==> config.mk <==
export PLATFORM = sky130hd
export DESIGN_NAME = xil_bram_rd_prefetch
export DESIGN_NICKNAME = d
export VERILOG_FILES = /design/src/rtl/xil_bram_rd_prefetch_pkg.sv /design/src/rtl/xil_reg_fifo.sv /design/src/rtl/xil_bram_rd_prefetch.sv
export SDC_FILE = /design/constraint.sdc
export NUM_CORES = 1
export LEC_CHECK = 0
export CAP_MARGIN = 20
export CORE_ASPECT_RATIO = 1.1
export CORE_MARGIN = 1
export CORE_UTILIZATION = 49
export CTS_BUF_LIST = sky130_fd_sc_hd__clkbuf_4 sky130_fd_sc_hd__clkbuf_8 sky130_fd_sc_hd__clkbuf_16
export CTS_CLUSTER_SIZE = 8
export DETAILED_ROUTE_END_ITERATION = 8
export PLACE_DENSITY = 0.77
export REMOVE_ABC_BUFFERS = 1
export SKIP_LAST_GASP = 1
export SYNTH_ARGS = -nofsm -noshare
export SYNTH_HDL_FRONTEND = slang
export SYNTH_HIERARCHICAL = 1
export SYNTH_SLANG_ARGS = --single-unit
==> constraint.sdc <==
create_clock -name clk -period 2.4 [get_ports clk]
set_input_delay 0.48 -clock clk [delete_from_list [all_inputs] [get_ports clk]]
set_output_delay 0.48 -clock clk [all_outputs]
set_load 0.005 [all_outputs]
==> src/rtl/xil_bram_rd_prefetch_pkg.sv <==
// Shared definitions for the block RAM read prefetcher: pointer/counter width
// helpers, the default skid depth and the skid FIFO operation encoding.
package xil_bram_rd_prefetch_pkg;

  localparam int DEF_ADR = 10;
  localparam int DEF_DAT = 18;
  localparam int DEF_DEL = 1;

  // {push, pop} as seen by the skid FIFO in one cycle
  typedef enum logic [1:0] {
    OP_IDLE = 2'b00,
    OP_POP  = 2'b01,
    OP_PUSH = 2'b10,
    OP_BOTH = 2'b11
  } fifo_op_e;

  // Pointers carry one extra wrap bit above the RAM address.
  function automatic int ptr_width(input int adr);
    return adr + 1;
  endfunction

  // DEL+2 words of skid storage sustains one word per clock.
  function automatic int default_skd(input int del);
    return del + 2;
  endfunction

  function automatic int cnt_width(input int n);
    return $clog2(n + 1);
  endfunction

endpackage

==> src/rtl/xil_reg_fifo.sv <==
// Small register FIFO used as the read-latency skid buffer; head entry always
// sits in mem[0] so dout needs no read mux.
module xil_reg_fifo
  import xil_bram_rd_prefetch_pkg::*;
#(
  parameter int DAT = 18,
  parameter int SKD = 3
) (
  input  logic                        clk,
  input  logic                        rst,
  input  logic                        clear,
  input  logic                        push,
  input  logic                        pop,
  input  logic [DAT-1:0]              din,
  output logic [DAT-1:0]              dout,
  output logic [cnt_width(SKD)-1:0]   occ
);

  localparam int CW = cnt_width(SKD);

  logic [DAT-1:0] mem     [SKD];
  logic [DAT-1:0] shifted [SKD];
  logic           pop_ok;
  fifo_op_e       op;

  assign pop_ok = pop && (occ != '0);
  assign op     = fifo_op_e'({push, pop_ok});
  assign dout   = (occ != '0) ? mem[0] : '0;

  always_comb begin
    for (int k = 0; k < SKD - 1; k++) shifted[k] = mem[k+1];
    shifted[SKD-1] = '0;
  end

  // Pop shifts everything toward the head; a simultaneous push lands in the
  // slot that the last live entry vacates, so order is preserved.
  always_ff @(posedge clk) begin
    if (rst || clear) begin
      occ <= '0;
      for (int k = 0; k < SKD; k++) mem[k] <= '0;
    end else begin
      case (op)
        OP_PUSH: begin
          for (int k = 0; k < SKD; k++)
            if (CW'(k) == occ) mem[k] <= din;
          occ <= occ + CW'(1);
        end
        OP_POP: begin
          for (int k = 0; k < SKD; k++) mem[k] <= shifted[k];
          occ <= occ - CW'(1);
        end
        OP_BOTH: begin
          for (int k = 0; k < SKD; k++)
            mem[k] <= (CW'(k) == occ - CW'(1)) ? din : shifted[k];
        end
        default: ;
      endcase
    end
  end

endmodule

==> src/rtl/xil_bram_rd_prefetch.sv <==
// Read-side controller for a DEL-latency simple dual-port block RAM: issues
// reads up to the writer's commit pointer and presents a valid/ready stream.
module xil_bram_rd_prefetch
  import xil_bram_rd_prefetch_pkg::*;
#(
  parameter int ADR = DEF_ADR,
  parameter int DAT = DEF_DAT,
  parameter int DEL = DEF_DEL,
  parameter int SKD = default_skd(DEL)
) (
  input  logic           clk,
  input  logic           rst,
  input  logic           flush,
  input  logic [ADR:0]   wptr,
  output logic [ADR:0]   rptr,
  output logic           ren,
  output logic [ADR-1:0] rad,
  input  logic [DAT-1:0] rda,
  output logic [DAT-1:0] dout,
  output logic           dvld,
  input  logic           drdy,
  output logic           empty
);

  localparam int PW = ptr_width(ADR);
  localparam int CW = cnt_width(SKD);
  localparam logic [CW:0] SKD_CNT = (CW+1)'(SKD);

  logic [PW-1:0]  iptr;
  logic [CW-1:0]  infl;
  logic [CW-1:0]  occ;
  logic [DEL-1:0] pipe;
  logic [CW:0]    used;
  logic           tail;
  logic           pop;

  // Credit counts only registered state, so drdy never reaches ren or rad.
  assign used  = {1'b0, infl} + {1'b0, occ};
  assign ren   = (iptr != wptr) && (used < SKD_CNT) && !flush && !rst;
  assign rad   = iptr[ADR-1:0];
  assign tail  = pipe[DEL-1];
  assign dvld  = (occ != '0);
  assign pop   = dvld && drdy;
  assign empty = (iptr == wptr) && (infl == '0) && (occ == '0);

  always_ff @(posedge clk) begin
    if (rst) begin
      iptr <= '0;
      rptr <= '0;
    end else if (flush) begin
      iptr <= wptr;
      rptr <= wptr;
    end else begin
      if (ren) iptr <= iptr + 1'b1;
      if (pop) rptr <= rptr + 1'b1;
    end
  end

  // Clearing the pipe on flush is what discards returns of earlier reads.
  always_ff @(posedge clk) begin
    if (rst || flush) begin
      pipe <= '0;
      infl <= '0;
    end else begin
      pipe[0] <= ren;
      for (int k = 1; k < DEL; k++) pipe[k] <= pipe[k-1];
      infl <= infl + CW'(ren) - CW'(tail);
    end
  end

  xil_reg_fifo #(
    .DAT (DAT),
    .SKD (SKD)
  ) u_skid (
    .clk   (clk),
    .rst   (rst),
    .clear (flush),
    .push  (tail),
    .pop   (pop),
    .din   (rda),
    .dout  (dout),
    .occ   (occ)
  );

endmodule

Word level (Yosys, flattened, before mapping)
Memories as Yosys holds them, arrays and structs flattened.
Index checks and enable logic that the tools add are counted.
- $add $sub $neg: 7
- $lt $le $gt $ge: 1
- eq/ne operators: 9
- muxes and demuxes: 38
- bitwise operators: 9
- reductions and logical operators: 17
- operators by type and width (operator ; count):
    $mux 18 ; 13
    $mux 11 ; 4
    $add 11x1->11 const B ; 2
    $mux 1 ; 20
    $eq 11x11->1 ; 1
    $ne 11x11->1 ; 1
    $or 1x1->1 ; 9
    $reduce_bool 2->1 ; 4
    $logic_and 1x1->1 ; 7
    $logic_not 2->1 ; 3
    $eq 1x2->1 const A ; 2
    $eq 2x2->1 const A ; 2
    $eq 2x2->1 const B ; 2
    $pmux 2 s2 ; 1
    $add 2x2->3 ; 1
    $lt 3x2->1 const B ; 1
    $add 2x1->2 ; 1
    $add 2x1->2 const B ; 1
    $eq 2x1->1 const B ; 1
    $logic_not 1->1 ; 2
    $sub 2x1->2 ; 1
    $sub 2x1->2 const B ; 1
    $logic_or 1x1->1 ; 1
- register bits: 27
- memory bits (writable): 54
- input port bits: 33
- output and inout port bits: 42
- word-level logic and storage cells: 87
- memories: 1
- memories (name ; words ; bits a word ; read ports ; clocked after memory_dff ; write ports ; line ; text):
    u_skid.mem ; 3 ; 18 ; 3 ; 0 ; 3 ; xil_reg_fifo.sv:21 ; logic [DAT-1:0] mem [SKD];

Logic depth before layout (Yosys ltp)
Gate-level depths: netlist (run 1).
- depth after elaboration: 10
- depth in mapped cells: 11

By module
The synthesis (run 1) kept the hierarchy.
- by module, submodules not included (module ; times used ; cells an instance ; area each (um^2)):
    xil_reg_fifo ; 1 ; 281 ; 3337.0
    xil_bram_rd_prefetch ; 1 ; 176 ; 1530.2

Worst setup path before layout (run 1)
Ideal clock, no wire load.
- path type: register -> register
- from: reg u_skid.occ[1]
- to: mem u_skid.mem[0][0] (enable)
- data arrival time: 2.277 ns
- required time: 2.023 ns
- setup slack: -0.254 ns
- stages on the path, launching flop included: 10
- path buffers: 3
- clock period less this slack: 2.654 ns
- path through: dfxtp_1 inv_1 ha_1 clkbuf_1 nand2b_1 ha_1 and2_1 buf_2 buf_1 nand2b_1
- RTL lines (what ; line ; text):
    from (decl) ; xil_reg_fifo.sv:16 ; output logic [cnt_width(SKD)-1:0] occ
    from (signal assigned) ; xil_reg_fifo.sv:46 ; occ <= occ + CW'(1);
    from (signal assigned) ; xil_reg_fifo.sv:50 ; occ <= occ - CW'(1);
    to (decl) ; xil_reg_fifo.sv:21 ;

Final worst setup path (run 1)
- from: reg infl[0]
- to: out ren
- longest elaborated chain between the ends: 5
- RTL lines (what ; line ; text):
    from (decl) ; xil_bram_rd_prefetch.sv:30 ; logic [CW-1:0] infl;
    from (signal assigned) ; xil_bram_rd_prefetch.sv:67 ; infl <= infl + CW'(ren) - CW'(tail);
    $add 2x2->3 ; xil_bram_rd_prefetch.sv:38 ; assign used = {1'b0, infl} + {1'b0, occ};
    $lt 3x2->1 ; xil_bram_rd_prefetch.sv:39 ; assign ren = (iptr != wptr) && (used < SKD_CNT) && !flush && !rst;
    $logic_and 1x1->1 (3 in a row) ; xil_bram_rd_prefetch.sv:39 ;
    to (decl) ; xil_bram_rd_prefetch.sv:16 ; output logic ren,
Every way passes these cells.

==> impl_metrics.ini, run 1 <==
[synthesis]
post_synth_inst_count = 457
synthesis.area_mm2 = 0.00487
ys.warnings.count = 6
synth_flop_cell = edfxtp_1
avgSynthCellArea_um2 = 10.7
sequential_to_total_area_share_from_yosys_stat_pct = 44.4
yosysMostFrequentCell = edfxtp_1
synth-edff-count = 54
synth_top_cells_by_area = edfxtp_1 33%, dfxtp_1 11%, mux2i_1 7.0%, a22oi_1 4.5%, a21oi_1 4.4%
synthArstFlopShare_pct = 0
synth.cells.most_frequent = 54 x edfxtp_1, 43 x a21oi_1, 34 x mux2i_1
number_of_distinct_library_cells_after_synthesis = 57
flops_latches_synth = 81
synth_largest_type_area_fraction_pct = 33.3
synth_top_area_cell = edfxtp_1

[die]
rows = 37
fp.dieArea_mm2 = 0.0103
io_pins = 75
die_height_um = 107
start_util_pct = 51.3
fp.dieW_um = 97.0
core_area_mm2 = 0.00949

[setup_path]
criticalPathCategory = register to output port
critical_path.top_delay_family = adder cells
cp_num_buf_inv = 2
critical-path-max-stage-delay_ns = 0.46
worstSetupEndpointType = output port
worst_ep_required_time_ns = 1.92
cp_data_arrival_time_ns = 2.05
cp_cell_sequence = ha_4, fa_1, a21oi_2, inv_2, a31o_4, nor3_4, buf_2
timing.critical_path.from_type = register
critical_path_peak_fanout = 2
critical-path-slowest-cell = fa_1

[cts]
clk-insertion-delay-late_ns = 0.36
cts.hold.buffers_added = 0
clk_transition_reported_paths_ns = 0.08
cts_inserted_buffers = 9
clk_path_buf_depth = 2
cts.root.buffer_cell = clkbuf_8
ctsHtreeMaxLevel = 3
cts_sinks = 81
clock_tree_from_tritoncts = yes

[detailed_routing]
met1_wl_um = 5030
routed_wirelength_um = 13100
drc_violations_left = 0
vias = 4254
routed.top_layer = met4
detail_route.vias_per_cell = 6.09
number_of_routed_nets_with_antenna_violations = 0
detailroute.wirelength.met3_um = 968
first_pass_iters = 5
routed_wire_length_per_instance_um = 18.7
drt_first_iter_violations = 268
met2WireLength_um = 6660

[timing]
max_slew.worst_pin.slew_ns = 0.389
maxSlewViolCount = 0
unrepaired_setup_endpoints_after_global_routing = true
final-setup-viol-count = 4
finalHoldViolations = 0
fin_skew_ns = 0.0140
fin_ws_ns = -0.131
timing.final.crit_share_pct = 105
max_clock_freq_ghz = 0.395
post-route-min-period_ns = 2.53
relSlewSlack_pct = 73.8

[global_routing]
antenna_found_initial = 0
gr-usage-all-layers_pct = 25.5
grt_pass1_wl_um = 20900
first_global_vias = 4225
largest_net_degree_at_the_start_of_global_routing = 28
overflow = 0

[outcome]
status = finished, violations left
failed_checks = negative setup slack

[pwr]
powerDensity_mw_per_mm2 = 502
power_internal_uw = 2460
vdd.ir_drop.worst_v = 0.000305
power.leakage_uw = 0.00261
share_seq_of_total_power_pct = 49.9
power.share.switching_pct = 25.1
power.net_switching_uw = 823
combinationalPowerShare_pct = 16.8
pwr-share-clk_pct = 33.3

[placement]
buffer_ports.inserted = 74
dp_hpwl_um = 8360
detailed_place.area_mm2 = 0.00603
placer_congestion_estimate = 0.856

[worst_hold_path]
hold_path_class = register to register

[finish]
final_core_util_pct = 68.8
nFillCells = 692
syn2layout_area_growth_pct = 34.1
design.final.nets = 625
final_design_area_no_fill_mm2 = 0.00653
antenna_cells = 0
final_layout_size_suffix_gt1_share_pct = 24.3

[run]
max_cap_viol_count = 0
==> flip-flops by register name, summed over array words and instances (netlist names) <==
register and cells:
iptr 11, u_skid/mem 54, pipe 1, rptr 11
u_skid/occ 2, infl 2
==> cell usage in the layout (no fill, tap or decap), types with 5 or more instances in the layout <==
cell	count
a31oi_1	5
dfxtp_1	24
dlygate4sd2_1	23
inv_1	9
a21boi_0	10
ha_1	10
o21bai_1	8
a22oi_1	29
a21oi_1	42
nand3_1	6
nor2b_1	20
edfxtp_1	54
nor2_1	5
xor2_1	20
a211oi_1	7
mux2i_1	34
clkdlybuf4s50_1	47
o211ai_1	18
nand4_1	5
a21oi_2	5
a21boi_1	10
nand2_1	12
buf_12	8
nor3_1	8
clkbuf_8	9
a22oi_2	5
buf_4	62
==> stage by stage <==
stage	TNS [ns]	setup slack (ns)	hold slack [ns]	instances	total power [uW]
floorplan	-240.30	-4.74	0.494	414	1880
global placement	-14.38	-0.470	0.497	664	2150
detailed placement	-19.29	-0.527	0.516	664	2170
CTS	-4.39	-0.214	0.531	690	3260
global route	-0.690	-0.190	0.556	698	3400
finish	-0.435	-0.131	0.531	698	3280
==> per-layer routing <==
metal  vias up  global-route usage [%]
met5         -                       0
met1      2057                    29.1
met2       205                    44.5
li1       1957                       -
met4         0                    13.0
met3        35                    6.11
==> path summary, 6_finish.rpt <==
kind | start | to | slack, ns | cells past startpoint
setup / recovery | infl[0]$_SDFF_PP0_ | ren | -0.13 | 7
hold / removal | rptr[1]$_SDFFE_PP0P_ | rptr[1]$_SDFFE_PP0P_ | 0.53 | 2
setup reg to reg | iptr[8]$_SDFFE_PP0P_ | iptr[9]$_SDFFE_PP0P_ | 0.03 | 12
hold reg to reg | rptr[1]$_SDFFE_PP0P_ | rptr[1]$_SDFFE_PP0P_ | 0.53 | 2
==> cells by family after synthesis <==
group | after synthesis | share of synthesized area [%]
adders and majority gates | 16 | 4.27
AOI/OAI and AO/OA | 155 | 22.3
DFF | 81 | 44.4
and+or+nand+nor | 87 | 10.8
buffers and inverters | 58 | 6.45
muxes | 35 | 7.22
xor gates and xnor gates | 25 | 4.50
==> power by group through the flow <==
stage / clock network, uW / logic, uW / registers (uW)
3_5_place_dp: 0 / 506 / 1660
2_1_floorplan: 0 / 217 / 1660
4_1_cts: 1100 / 524 / 1640
6_report: 1090 / 550 / 1640
5_1_grt: 1160 / 592 / 1650
3_3_place_gp: 0 / 494 / 1660
==> tightest hold or removal path: cells and delay by family, from the launching register on <==
family | cells | cell delay (ns)
compound gates | 1 | 0.07
flops | 1 | 0.35
simple gates | 1 | 0.07
==> area by class of cell <==
class	count	area (um2)	area share (%)
clock inverters	2	37.5	0.575
inverters	15	58.8	0.901
repair buffers	151	1410	21.6
flip-flops and latches	81	2170	33.2
well taps	117	146	2.24
clock buffers	14	179	2.74
multi-input cells	318	2530	38.7
==> timing repair <==
item                       in CTS  in global routing
gates cloned                    0                  3
setup endpoints to repair      22                118
gates resized for setup        53                 20
hold endpoints to repair        0                  0
setup buffers                  10                  6
pin swaps                      10                 10
(Power assumes the default switching activity.)
==> run 2, diff against run 1 <==
--- a/config.mk
+++ b/config.mk
@@ -8,11 +8,11 @@
 export CAP_MARGIN = 20
 export CORE_ASPECT_RATIO = 1.1
 export CORE_MARGIN = 1
-export CORE_UTILIZATION = 49
+export CORE_UTILIZATION = 55
 export CTS_BUF_LIST = sky130_fd_sc_hd__clkbuf_4 sky130_fd_sc_hd__clkbuf_8 sky130_fd_sc_hd__clkbuf_16
 export CTS_CLUSTER_SIZE = 8
 export DETAILED_ROUTE_END_ITERATION = 8
-export PLACE_DENSITY = 0.77
+export PLACE_DENSITY = 0.81
 export REMOVE_ABC_BUFFERS = 1
 export SKIP_LAST_GASP = 1
 export SYNTH_ARGS = -nofsm -noshare
==> constraint.sdc (replaced) <==
create_clock -name clk -period 3.2 [get_ports clk]
set_input_delay 0.64 -clock clk [delete_from_list [all_inputs] [get_ports clk]]
set_output_delay 0.64 -clock clk [all_outputs]
set_load 0.005 [all_outputs]
==> run 2 against run 1 <==
  * The run now ends clean
  * Sequential power decreased by 24%
  * Critical endpoint unchanged
  * Clock power decreased by 33%
  * Die area decreased by 11%
  * Sequential cell count unchanged
==> impl_metrics.ini, run 2 (synthesis results as in run 1) <==
[outcome]
status = completed

[pwr]
p_total_uw = 2320
powerDensity_mw_per_mm2 = 389
vdd.ir_drop.worst_v = 0.000233
power.leakage_uw = 0.00219

[timing]
fin_skew_ns = 0.0135
post-route-min-period_ns = 3.00
relSlewSlack_pct = 49.6
timing.final.crit_share_pct = 93.8
max_clock_freq_ghz = 0.333
finalHoldViolations = 0
maxSlewViolCount = 0
unrepaired_setup_endpoints_after_global_routing = false
max_slew.worst_pin.slew_ns = 0.756
fin_tns_setup_ns = 0
final-setup-viol-count = 0

[placement]
placed_cells_incl_taps = 623
buffer_ports.inserted = 74
placer_congestion_estimate = 0.840
dp_hpwl_um = 7660
detailed_place.area_mm2 = 0.00571

[global_routing]
gr-usage-all-layers_pct = 25.5
grt_pass1_wl_um = 18600
antenna_found_initial = 0
first_global_vias = 3890
overflow = 0
largest_net_degree_at_the_start_of_global_routing = 47

[setup_path]
worst_ep_required_time_ns = 2.56
critical_path.top_delay_family = buffers and inverters
cp_cell_sequence = clkdlybuf4s50_1, xor2_1, nor4_2, buf_4, buf_4, a31o_2, nor3_2, dlygate4sd2_1
timing.critical_path.from_type = primary input
worstSetupEndpointType = output port
critical_path_peak_fanout = 2
cp_data_arrival_time_ns = 2.36
criticalPathCategory = primary input to output port
critical-path-max-stage-delay_ns = 0.50
crit_top_cell = buf_4
cp_num_buf_inv = 4
critical-path-slowest-cell = clkdlybuf4s50_1

[finish]
number_of_flip_flops_under_the_largest_register_name = 54
largest-register = u_skid/mem
antenna_cells = 0
largest_registers_ranked_by_flip_flop_count = u_skid/mem: 54 flops, iptr: 11 flops, rptr: 11 flops
layout_commonest_cell = clkdlybuf4s50_1
number_of_standard_cells_in_the_final_layout_excluding_fillers = 643
final_design_area_no_fill_mm2 = 0.00596
final_layout_size_suffix_gt1_share_pct = 13.3
mostFrequentLayoutCells = 72 x clkdlybuf4s50_1, 54 x edfxtp_1, 42 x a21oi_1
syn2layout_area_growth_pct = 22.5
design.final.nets = 576

[cts]
clock_tree_from_tritoncts = yes
clk-insertion-delay-late_ns = 0.35
ctsHtreeMaxLevel = 3
cts.root.buffer_cell = clkbuf_8
cts_sinks = 81
clk_transition_reported_paths_ns = 0.07
cts_inserted_buffers = 9
clk_path_buf_depth = 2
cts.hold.buffers_added = 0

[die]
start_util_pct = 57.3
core_area_mm2 = 0.00850
io_pins = 75
fp.dieArea_mm2 = 0.00923
fp.dieW_um = 91.7
rows = 35
die_height_um = 101

[worst_hold_path]
hold_path_class = register to register

[detailed_routing]
number_of_routed_nets_with_antenna_violations = 0
vias = 3964
detail_route.vias_per_cell = 6.16
drc_violations_left = 0
routed_wire_length_per_instance_um = 17.9
first_pass_iters = 4
routed_wirelength_um = 11500
drt_first_iter_violations = 230

[run]
max_cap_viol_count = 0
[run 2: changes by cell type in the layout (fill, tap and decap cells not counted), moves of 3 or more]
cell / delta
buf_4: -37
clkdlybuf4s50_1: +25
dlygate4sd2_1: -22
buf_12: -5
ha_1: +5
inv_1: +5
buf_2: -4
buf_6: -4
ha_4: -4
inv_2: -4
clkbuf_4: -3
dfxtp_1: +3
dfxtp_2: -3
[run 2: layout make-up]
class / instances / area, um2
multi-input cells: 318 / 2420
clock buffers: 10 / 131
repair buffers: 102 / 990
fillers: 664 / 2530
clock inverters: 6 / 58.8
inverters: 15 / 56.3
flip-flops and latches: 81 / 2160
well taps: 111 / 139
[run 2: report_power, final]
group          internal [uW]  leakage, uW  switching, uW
Sequential              1180     0.000829           51.5
Clock                    364    0.0000948            369
Combinational            179      0.00127            170
[run 2: worst reg2reg max path: stages, from the launching register on]
cell	delay, ns
dfxtp_1	0.51
inv_1	0.15
ha_1	0.22
nand2b_1	0.18
inv_1	0.09
ha_1	0.27
nor3b_2	0.44
nand2_2	0.34
a21boi_0	0.30
[run 2: repair_timing]
item	CTS	global route
resized for setup	6	1
setup endpoints to repair	2	1
gates cloned	0	0
buffers inserted	2	2
pin swaps	3	4
[run 2: worst paths after layout]
path                         startpoint  depth (start not counted)  slack [ns]                          end
max                             wptr[7]                          8        0.20                          ren
max reg2reg  u_skid/occ[1]$_SDFFE_PP0P_                          8        0.54  u_skid/mem[0][48]$_DFFE_PP_
min reg2reg        rptr[1]$_SDFFE_PP0P_                          2        0.52         rptr[1]$_SDFFE_PP0P_
min                rptr[1]$_SDFFE_PP0P_                          2        0.52         rptr[1]$_SDFFE_PP0P_
[run 2: through the flow]
stage	hold WS [ns]	utilization (%)	setup WS [ns]
floorplan	0.494	-	-3.94
global route	0.570	70.2	0.118
finish	0.517	70.2	0.199
global placement	0.494	67.2	-0.0582
CTS	0.517	70.0	-0.00651
detailed placement	0.507	67.2	-0.161
[run 2: per-layer routing]
layer	vias to the layer above	track usage, %	wire [um]
met3	25	4.45	695
met2	152	47.5	5930
met1	1922	28.8	4630
li1	1865	-	-
met5	-	0	0
met4	0	10.9	242
